--- src/rtl/writeback_arbiter_if.sv ---
// writeback_arbiter_if: bundles the pipeline writeback, multdiv handshake,
// register-file write port and decode busy-check signals of writeback_arbiter.
// slave  = arbiter side, master = surrounding pipeline / test driver side.
interface writeback_arbiter_if;
  // Pipeline (MEM/WB) writeback
  logic        wb_valid;
  logic [4:0]  wb_wsel;
  logic [31:0] wb_wdat;
  // Multdiv result handshake
  logic        md_valid;
  logic        md_ready;
  logic [4:0]  md_wsel;
  logic [31:0] md_wdat;
  // Register-file write port
  logic        WEN;
  logic [4:0]  wsel;
  logic [31:0] wdat;
  // Status / decode hazard check
  logic        md_pending;
  logic [4:0]  chk_sel1;
  logic [4:0]  chk_sel2;
  logic        busy_hit1;
  logic        busy_hit2;

  modport slave (
    input  wb_valid, wb_wsel, wb_wdat,
    input  md_valid, md_wsel, md_wdat,
    output md_ready,
    output WEN, wsel, wdat,
    output md_pending,
    input  chk_sel1, chk_sel2,
    output busy_hit1, busy_hit2
  );

  modport master (
    output wb_valid, wb_wsel, wb_wdat,
    output md_valid, md_wsel, md_wdat,
    input  md_ready,
    input  WEN, wsel, wdat,
    input  md_pending,
    output chk_sel1, chk_sel2,
    input  busy_hit1, busy_hit2
  );
endinterface

--- src/rtl/writeback_arbiter.sv ---
// writeback_arbiter: owns the single register-file write port. The in-order
// pipeline writeback always wins; multdiv results wait in a DEPTH-entry FIFO
// and drain oldest-first in cycles with no effective pipeline write.
// Also flags source registers that still have a write in flight.
// Optional feature macro: WB_MD_BYPASS_EN -- a multdiv result arriving with the
// FIFO empty and no pipeline write goes straight to the output register.
module writeback_arbiter #(
  parameter int DEPTH = 2  // multdiv FIFO entries, power of two, >= 2
) (
  input  logic                CLK,
  input  logic                nRST,
  writeback_arbiter_if.slave  bus
);

  localparam int PW = $clog2(DEPTH);
  localparam int CW = PW + 1;
  localparam logic [CW-1:0] FULL = CW'(DEPTH);

  typedef struct packed {
    logic [4:0]  wsel;
    logic [31:0] wdat;
  } md_entry_t;

  md_entry_t       mem_q [DEPTH];
  logic [PW-1:0]   head_q, head_d;
  logic [PW-1:0]   tail_q, tail_d;
  logic [CW-1:0]   count_q, count_d;

  logic            wen_q, wen_d;
  logic [4:0]      wsel_q, wsel_d;
  logic [31:0]     wdat_q, wdat_d;

  logic            wb_eff;   // pipeline write that actually targets a register
  logic            md_fire;  // handshake completes this cycle
  logic            md_take;  // handshake carries a real destination
  logic            bypass;   // multdiv result goes straight to the output
  logic            push;
  logic            pop;
  logic            hit1, hit2;

  // Status flags come from registered count only, so md_ready never
  // depends combinationally on md_valid.
  assign bus.md_ready   = (count_q != FULL);
  assign bus.md_pending = (count_q != '0);

  assign wb_eff  = bus.wb_valid && (bus.wb_wsel != 5'd0);
  assign md_fire = bus.md_valid && bus.md_ready;
  assign md_take = md_fire && (bus.md_wsel != 5'd0);
  assign pop     = !wb_eff && bus.md_pending;

`ifdef WB_MD_BYPASS_EN
  assign bypass = md_take && !wb_eff && (count_q == '0);
`else
  assign bypass = 1'b0;
`endif

  assign push = md_take && !bypass;

  assign bus.WEN  = wen_q;
  assign bus.wsel = wsel_q;
  assign bus.wdat = wdat_q;

  // Output register next state: pipeline first, then FIFO head, then bypass.
  always_comb begin
    // NOTE: every comb output gets a default before any branch, so no path
    // leaves it unassigned and no latch is inferred.
    wen_d  = 1'b0;
    wsel_d = wsel_q;
    wdat_d = wdat_q;
    if (wb_eff) begin
      wen_d  = 1'b1;
      wsel_d = bus.wb_wsel;
      wdat_d = bus.wb_wdat;
    end else if (pop) begin
      wen_d  = 1'b1;
      wsel_d = mem_q[head_q].wsel;
      wdat_d = mem_q[head_q].wdat;
    end else if (bypass) begin
      wen_d  = 1'b1;
      wsel_d = bus.md_wsel;
      wdat_d = bus.md_wdat;
    end
  end

  // FIFO pointer and occupancy next state; pointers wrap naturally at DEPTH.
  always_comb begin
    head_d  = head_q;
    tail_d  = tail_q;
    count_d = count_q;
    if (pop)  head_d = head_q + 1'b1;
    if (push) tail_d = tail_q + 1'b1;
    case ({push, pop})
      2'b10:   count_d = count_q + 1'b1;
      2'b01:   count_d = count_q - 1'b1;
      default: count_d = count_q;
    endcase
  end

  // Control state: output register and FIFO bookkeeping.
  always_ff @(posedge CLK or negedge nRST) begin
    if (!nRST) begin
      wen_q   <= 1'b0;
      wsel_q  <= 5'd0;
      wdat_q  <= 32'd0;
      head_q  <= '0;
      tail_q  <= '0;
      count_q <= '0;
    end else begin
      // NOTE: sequential state uses non-blocking assignments so every
      // register samples pre-edge values regardless of statement order.
      wen_q   <= wen_d;
      wsel_q  <= wsel_d;
      wdat_q  <= wdat_d;
      head_q  <= head_d;
      tail_q  <= tail_d;
      count_q <= count_d;
    end
  end

  // FIFO storage write at the tail.
  // NOTE: storage is deliberately not reset; occupancy (count/head) decides
  // which entries are live, so stale data is never observed.
  always_ff @(posedge CLK) begin
    if (push) begin
      mem_q[tail_q] <= '{wsel: bus.md_wsel, wdat: bus.md_wdat};
    end
  end

  // Busy check: register 0 is never busy; otherwise any live FIFO entry or
  // the pending output write to the same register marks it busy.
  always_comb begin
    logic [PW-1:0] age;
    logic          live;
    age  = '0;
    live = 1'b0;
    hit1 = wen_q && (wsel_q == bus.chk_sel1);
    hit2 = wen_q && (wsel_q == bus.chk_sel2);
    for (int i = 0; i < DEPTH; i++) begin
      age  = PW'(i) - head_q;
      live = ({1'b0, age} < count_q);
      if (live && (mem_q[i].wsel == bus.chk_sel1)) hit1 = 1'b1;
      if (live && (mem_q[i].wsel == bus.chk_sel2)) hit2 = 1'b1;
    end
    bus.busy_hit1 = hit1 && (bus.chk_sel1 != 5'd0);
    bus.busy_hit2 = hit2 && (bus.chk_sel2 != 5'd0);
  end

endmodule
--- src/flat_wrapper.sv ---
// flat-port wrapper written by rule: the top's interface ports become plain ports
module writeback_arbiter_flat 
#(
  parameter int DEPTH = 2                                             
)
  (CLK, nRST, bus_wb_valid, bus_wb_wsel, bus_wb_wdat, bus_md_valid, bus_md_wsel, bus_md_wdat, bus_md_ready, bus_WEN, bus_wsel, bus_wdat, bus_md_pending, bus_chk_sel1, bus_chk_sel2, bus_busy_hit1, bus_busy_hit2);
  writeback_arbiter_if bus_i ();
  input  logic CLK;
  input  logic nRST;
  input wire logic [$bits(bus_i.wb_valid)-1:0] bus_wb_valid;
  input wire logic [$bits(bus_i.wb_wsel)-1:0] bus_wb_wsel;
  input wire logic [$bits(bus_i.wb_wdat)-1:0] bus_wb_wdat;
  input wire logic [$bits(bus_i.md_valid)-1:0] bus_md_valid;
  input wire logic [$bits(bus_i.md_wsel)-1:0] bus_md_wsel;
  input wire logic [$bits(bus_i.md_wdat)-1:0] bus_md_wdat;
  output wire logic [$bits(bus_i.md_ready)-1:0] bus_md_ready;
  output wire logic [$bits(bus_i.WEN)-1:0] bus_WEN;
  output wire logic [$bits(bus_i.wsel)-1:0] bus_wsel;
  output wire logic [$bits(bus_i.wdat)-1:0] bus_wdat;
  output wire logic [$bits(bus_i.md_pending)-1:0] bus_md_pending;
  input wire logic [$bits(bus_i.chk_sel1)-1:0] bus_chk_sel1;
  input wire logic [$bits(bus_i.chk_sel2)-1:0] bus_chk_sel2;
  output wire logic [$bits(bus_i.busy_hit1)-1:0] bus_busy_hit1;
  output wire logic [$bits(bus_i.busy_hit2)-1:0] bus_busy_hit2;
  assign bus_i.wb_valid = bus_wb_valid;
  assign bus_i.wb_wsel = bus_wb_wsel;
  assign bus_i.wb_wdat = bus_wb_wdat;
  assign bus_i.md_valid = bus_md_valid;
  assign bus_i.md_wsel = bus_md_wsel;
  assign bus_i.md_wdat = bus_md_wdat;
  assign bus_md_ready = bus_i.md_ready;
  assign bus_WEN = bus_i.WEN;
  assign bus_wsel = bus_i.wsel;
  assign bus_wdat = bus_i.wdat;
  assign bus_md_pending = bus_i.md_pending;
  assign bus_i.chk_sel1 = bus_chk_sel1;
  assign bus_i.chk_sel2 = bus_chk_sel2;
  assign bus_busy_hit1 = bus_i.busy_hit1;
  assign bus_busy_hit2 = bus_i.busy_hit2;
  writeback_arbiter #(.DEPTH(DEPTH)) u_core (.CLK(CLK), .nRST(nRST), .bus(bus_i));
endmodule
--- config.mk ---
export PLATFORM = sky130hd
export DESIGN_NAME = writeback_arbiter_flat
export DESIGN_NICKNAME = d
export VERILOG_FILES = /design/src/rtl/writeback_arbiter_if.sv /design/src/rtl/writeback_arbiter.sv /design/src/flat_wrapper.sv
export SDC_FILE = /design/constraint.sdc
export NUM_CORES = 1
export LEC_CHECK = 0
export CAP_MARGIN = 20
export CORE_UTILIZATION = 35
export DETAILED_ROUTE_END_ITERATION = 10
export PLACE_DENSITY = 0.63
export SYNTH_ARGS = -nofsm -noshare
export SYNTH_HDL_FRONTEND = slang
export SYNTH_SLANG_ARGS = --single-unit
--- constraint.sdc ---
create_clock -name CLK -period 3.3 [get_ports CLK]
set_input_delay 0.99 -clock CLK [delete_from_list [all_inputs] [get_ports CLK]]
set_output_delay 0.99 -clock CLK [all_outputs]
set_load 0.03 [all_outputs]
-- After elaboration in Yosys (flattened, before gate mapping)
Memory sizes are Yosys's and may differ from the RTL's.
Index checks and enable logic that the tools add are counted.
- RAM bits: 74
- output and inout port bits: 42
- input port bits: 88
- memories kept: 1
- flip-flop bits (word level): 42
- memories (memory ; words ; bits a word ; read ports ; clocked after Yosys merged registers in ; write ports ; line ; RTL):
    u_core.mem_q ; 2 ; 37 ; 3 ; 0 ; 1 ; writeback_arbiter.sv:24 ; md_entry_t mem_q [DEPTH];
- reductions and logical operators: 20
- magnitude comparators: 2
- eq/ne operators: 9
- muxes and demuxes: 13
- $add $sub $neg: 6
- operators with widths (operator ; count):
    $mux W32 ; 2
    $eq A5 B5 Y1 ; 6
    $reduce_bool A5 Y1 ; 4
    $logic_and A1 B1 Y1 ; 12
    $mux W5 ; 2
    $mux W1 ; 8
    $reduce_bool A2 Y1 ; 3
    $lt A1 B2 Y1 ; 2
    $pmux W2 S2 ; 1
    $add A1 B1 Y1 const B ; 2
    $add A2 B1 Y2 const B ; 1
    $eq A2 B1 Y1 const B ; 1
    $eq A2 B2 Y1 const B ; 1
    $ne A2 B2 Y1 const B ; 1
    $sub A1 B1 Y1 const A ; 2
    $sub A2 B1 Y2 const B ; 1
    $logic_not A1 Y1 ; 1

-- Longest topological paths before layout
- depth after elaboration: 6
- depth in mapped cells: 8
- depth with buffers taken out: 7

-- Worst setup path after synthesis
OpenSTA, ideal clock, no wires.
- path type: in2reg
- start point: input port bus_md_wsel[3]
- end point: memory u_core.mem_q[0][0] in the netlist's numbering (enable)
- arrival time: 2802 ps
- buffers on the path: 0
- slack: 67 ps
- cell stages on the path: 3
- cells stage by stage: or4_1 > o211ai_2 > nor2_1
- word-level cells in the longest chain between the ends: 4
- ends and longest elaborated chain (item ; line ; RTL):
    start, declared ; flat_wrapper.sv:14 ; input wire logic [$bits(bus_i.md_wsel)-1:0] bus_md_wsel;
    $reduce_bool A5 Y1 ; writeback_arbiter.sv:48 ; assign md_take = md_fire && (bus.md_wsel != 5'd0);
    $logic_and A1 B1 Y1 ; writeback_arbiter.sv:48 ;
    $mux W1 ; writeback_arbiter.sv:124 ; if (push) begin
    $mux W1 (implied by the code) ; writeback_arbiter.sv:125 ; mem_q[tail_q] <= '{wsel: bus.md_wsel, wdat: bus.md_wdat};
    end, declared ; writeback_arbiter.sv:24 ;
Every way passes these cells.

-- Final worst setup path
- start point: input port bus_chk_sel2[3]
- end point: output port bus_busy_hit2
- word-level cells in the longest chain between the ends: 5
- ends and longest elaborated chain (item ; line ; RTL):
    start, declared ; flat_wrapper.sv:22 ; input wire logic [$bits(bus_i.chk_sel2)-1:0] bus_chk_sel2;
    $eq A5 B5 Y1, on equally long branches ; writeback_arbiter.sv:137, writeback_arbiter.sv:142 ;
    $logic_and A1 B1 Y1, on equally long branches ; writeback_arbiter.sv:137, writeback_arbiter.sv:142 ;
    $mux W1 (2 in a row) ; writeback_arbiter.sv:142 ; if (live && (mem_q[i].wsel == bus.chk_sel2)) hit2 = 1'b1;
    $logic_and A1 B1 Y1 (*) ; writeback_arbiter.sv:145 ; bus.busy_hit2 = hit2 && (bus.chk_sel2 != 5'd0);
    end, declared ; flat_wrapper.sv:24 ; output wire logic [$bits(bus_i.busy_hit2)-1:0] bus_busy_hit2;
Every way passes the cells marked *; elsewhere a longest branch is shown, timed or not.

==> metrics.txt <==
Synth area leaders=edfxtp_1, dfrtp_1, mux2i_1, o21ai_2, a21oi_1; Post-synth EDFFs=74; Routed WL per cell=15.6 µm; CP max FO=4; crit path time final=3.19 ns; r2r setup slk=1.23 ns; total iterations of the first detailed-routing run=4; DRC=0; std cell rows=43; Setup CP Type=in -> out; cells on worst reg2reg path=6; non-filler instance count after layout=729; Buffers on Ports=129; most frequent cells in the layout=clkdlybuf4s50_1, edfxtp_1, nor2_1; Internal=0.00423 W; final setup margin=0.115 ns; sequential share of power=0.351; CP endpoint kind=output pin; GRT Util Overall=0.160; fin util=0.515; Synth Net Count=482; Post-Synthesis Cell Area=0.00508 mm²; WP data required=2.31 ns; Yosys Warn Count=0; worst hold slack=0.541 ns; worst reg2reg path startpoint=u_core.count_q[1]; skew final=0.00972 ns; relative slew slack=0.483; Primary FF master, synth=edfxtp_1; met1 GRT Util=0.188; initial antenna violation count=0; CP arrival=2.20 ns; outcome=finished, final reports clean; CTS max path bufs=2; GR Util met2=0.271; Inserted Diodes=0; Setup TNS=0 ns; max-capacitance violation count=0; Mapped Cells=393; CTS Buf Count=17; crit start category=input port; Area Growth Syn to Fin=42.4%; Clock transition at path regs=0.06 ns; RR Endpoint=u_core.count_q[1]; htree depth=4; FILL cells=1,230; die height=122 µm; Pleak=2.82 nW; Setup crit end=bus_busy_hit2; Place WS=-0.185 ns; maximum clock frequency=314 MHz; Worst VDD drop=0.445 mV; Final Hold Viols=0; maximum number of pins on one net before global-route repair=77; Setup-failing EPs final=0; nets=625; CTS tree=done; ys async rst share=0.362; 1st-iter DRT viols=167; initial cell density of the core=0.362; Seq/Total Area, Yosys=0.644; Yosys reg bits=116; most common cell after layout, fill and taps aside=clkdlybuf4s50_1; total grt overflow=0; Routed WL=11,300 µm; Distinct cells, synth=30; ANT nets after route=0; Die Width=122 µm; cell count after placement=697; clock sink count=116; layout cells sized above 1=0.162; Final Max Slew Viols=0; via count=3,473; period utilisation layout=0.965; first-pass GRT wire length=17,900 µm; Hold Path Class=reg -> reg; clock power share=0.314; Final Wtd Congestion=0.881; Vias/cell=4.76; detailed placement HPWL=7720 µm; vias in the first global route=3,580; Root Driver=clkbuf_16; die area=0.0150 mm²; CORE AREA=0.0140 mm²; post-synth top area share=0.437; GR peak layer=met2; GRT met3 Usage=0.0497; clock latency on the worst-skew pair=0.41 ns; CP startpoint=bus_chk_sel2[3]; P_sw=0.00219 W; P per Cell Area=887 mW/mm²; Slew @ Worst Pin=0.775 ns; Syn Area/Cell=12.9 µm²; sw frac=0.341; Comb power frac=0.335; I/O pins=130; RSZ-0062 raised after global routing=no; post-synth top area cell=edfxtp_1; Post-CTS Setup Inserts=0
worst min-delay path by stage:
| stage | slack, ns | startpoint | cells past startpoint | endpoint |
|---|---|---|---|---|
| after detailed placement | 0.53 | u_core.bus.wdat[16] | 2 | u_core.bus.wdat[16] |
| after CTS | 0.55 | u_core.bus.wdat[31] | 2 | u_core.bus.wdat[31] |
| after floorplan | 0.47 | u_core.tail_q | 1 | u_core.tail_q |
| after global placement | 0.52 | u_core.bus.wdat[0] | 2 | u_core.bus.wdat[0] |
| after global routing | 0.57 | u_core.bus.wdat[3] | 2 | u_core.bus.wdat[3] |
| final | 0.54 | u_core.bus.wdat[31] | 2 | u_core.bus.wdat[31] |
layout make-up:
cell class                 count  area, µm²  area share
multi-input combinational    254       1690       0.233
clock buffer                  17        425      0.0588
tap                          180        225      0.0311
inverter                       2       7.51     0.00104
sequential                   116       3270       0.453
timing repair buffer         145       1390       0.192
clock inverter                15        228      0.0315
cells in the mapped netlist, types with 2 or more instances:
cell type	instances
clkbuf_1	8
nand3_1	2
inv_1	2
nor2_1	46
nand2b_1	2
buf_4	2
buf_6	6
or4_1	4
edfxtp_1	74
o21ai_2	30
nor4_1	4
xor2_1	22
xnor2_1	13
nand2_1	37
mux2i_1	37
dfrtp_1	42
o21ai_1	7
a21oi_1	40
buf_2	4
critical path, stage by stage:
cell	delay, ns
dlygate4sd2_1	0.30
xor2_1	0.16
nor4_1	0.30
a2bb2oi_1	0.13
a21oi_2	0.15
buf_4	0.17
state kept, by name, indices dropped and copies added (netlist names):
signal           count
u_core.bus.WEN       1
u_core.bus.wsel      5
u_core.count_q       2
u_core.head_q        1
u_core.bus.wdat     32
u_core.mem_q        74
u_core.tail_q        1
per-stage QoR:
stage,instance area [µm²],total power [W]
6_report,7240,0.00642
4_1_cts,7240,0.00652
3_3_place_gp,6590,0.00444
5_1_grt,7240,0.00676
3_5_place_dp,6590,0.00447
2_1_floorplan,5080,0.00365
power groups by stage:
stage	logic, W	registers [W]	clock network [W]
global placement	0.00217	0.00226	0
CTS	0.00220	0.00226	0.00206
global route	0.00234	0.00230	0.00212
detailed placement	0.00219	0.00228	0
floorplan	0.00116	0.00249	0
finish	0.00215	0.00225	0.00202
kinds of logic after synthesis:
| family | Yosys count | share of synthesized area |
|---|---|---|
| flops | 116 | 0.644 |
| xor+xnor | 35 | 0.0603 |
| buf+inv | 23 | 0.0305 |
| mux | 37 | 0.0729 |
| fa+ha+maj | 1 | 0.00246 |
| simple gates | 98 | 0.0813 |
| compound gates | 83 | 0.108 |
repair_timing:
action | in CTS | in global routing
hold buffers | 0 | 0
endpoints found under the hold margin | 0 | 0
endpoints found under the setup margin | 2 | 0
resized for setup | 11 | 0
metal layers:
metal  vias to the layer above  wire, µm
met3                        15       666
met2                        96      5610
met5                         -         0
met1                      1660      4860
met4                         0       200
li1                       1702         -
Power figures use the tool's default switching activity.
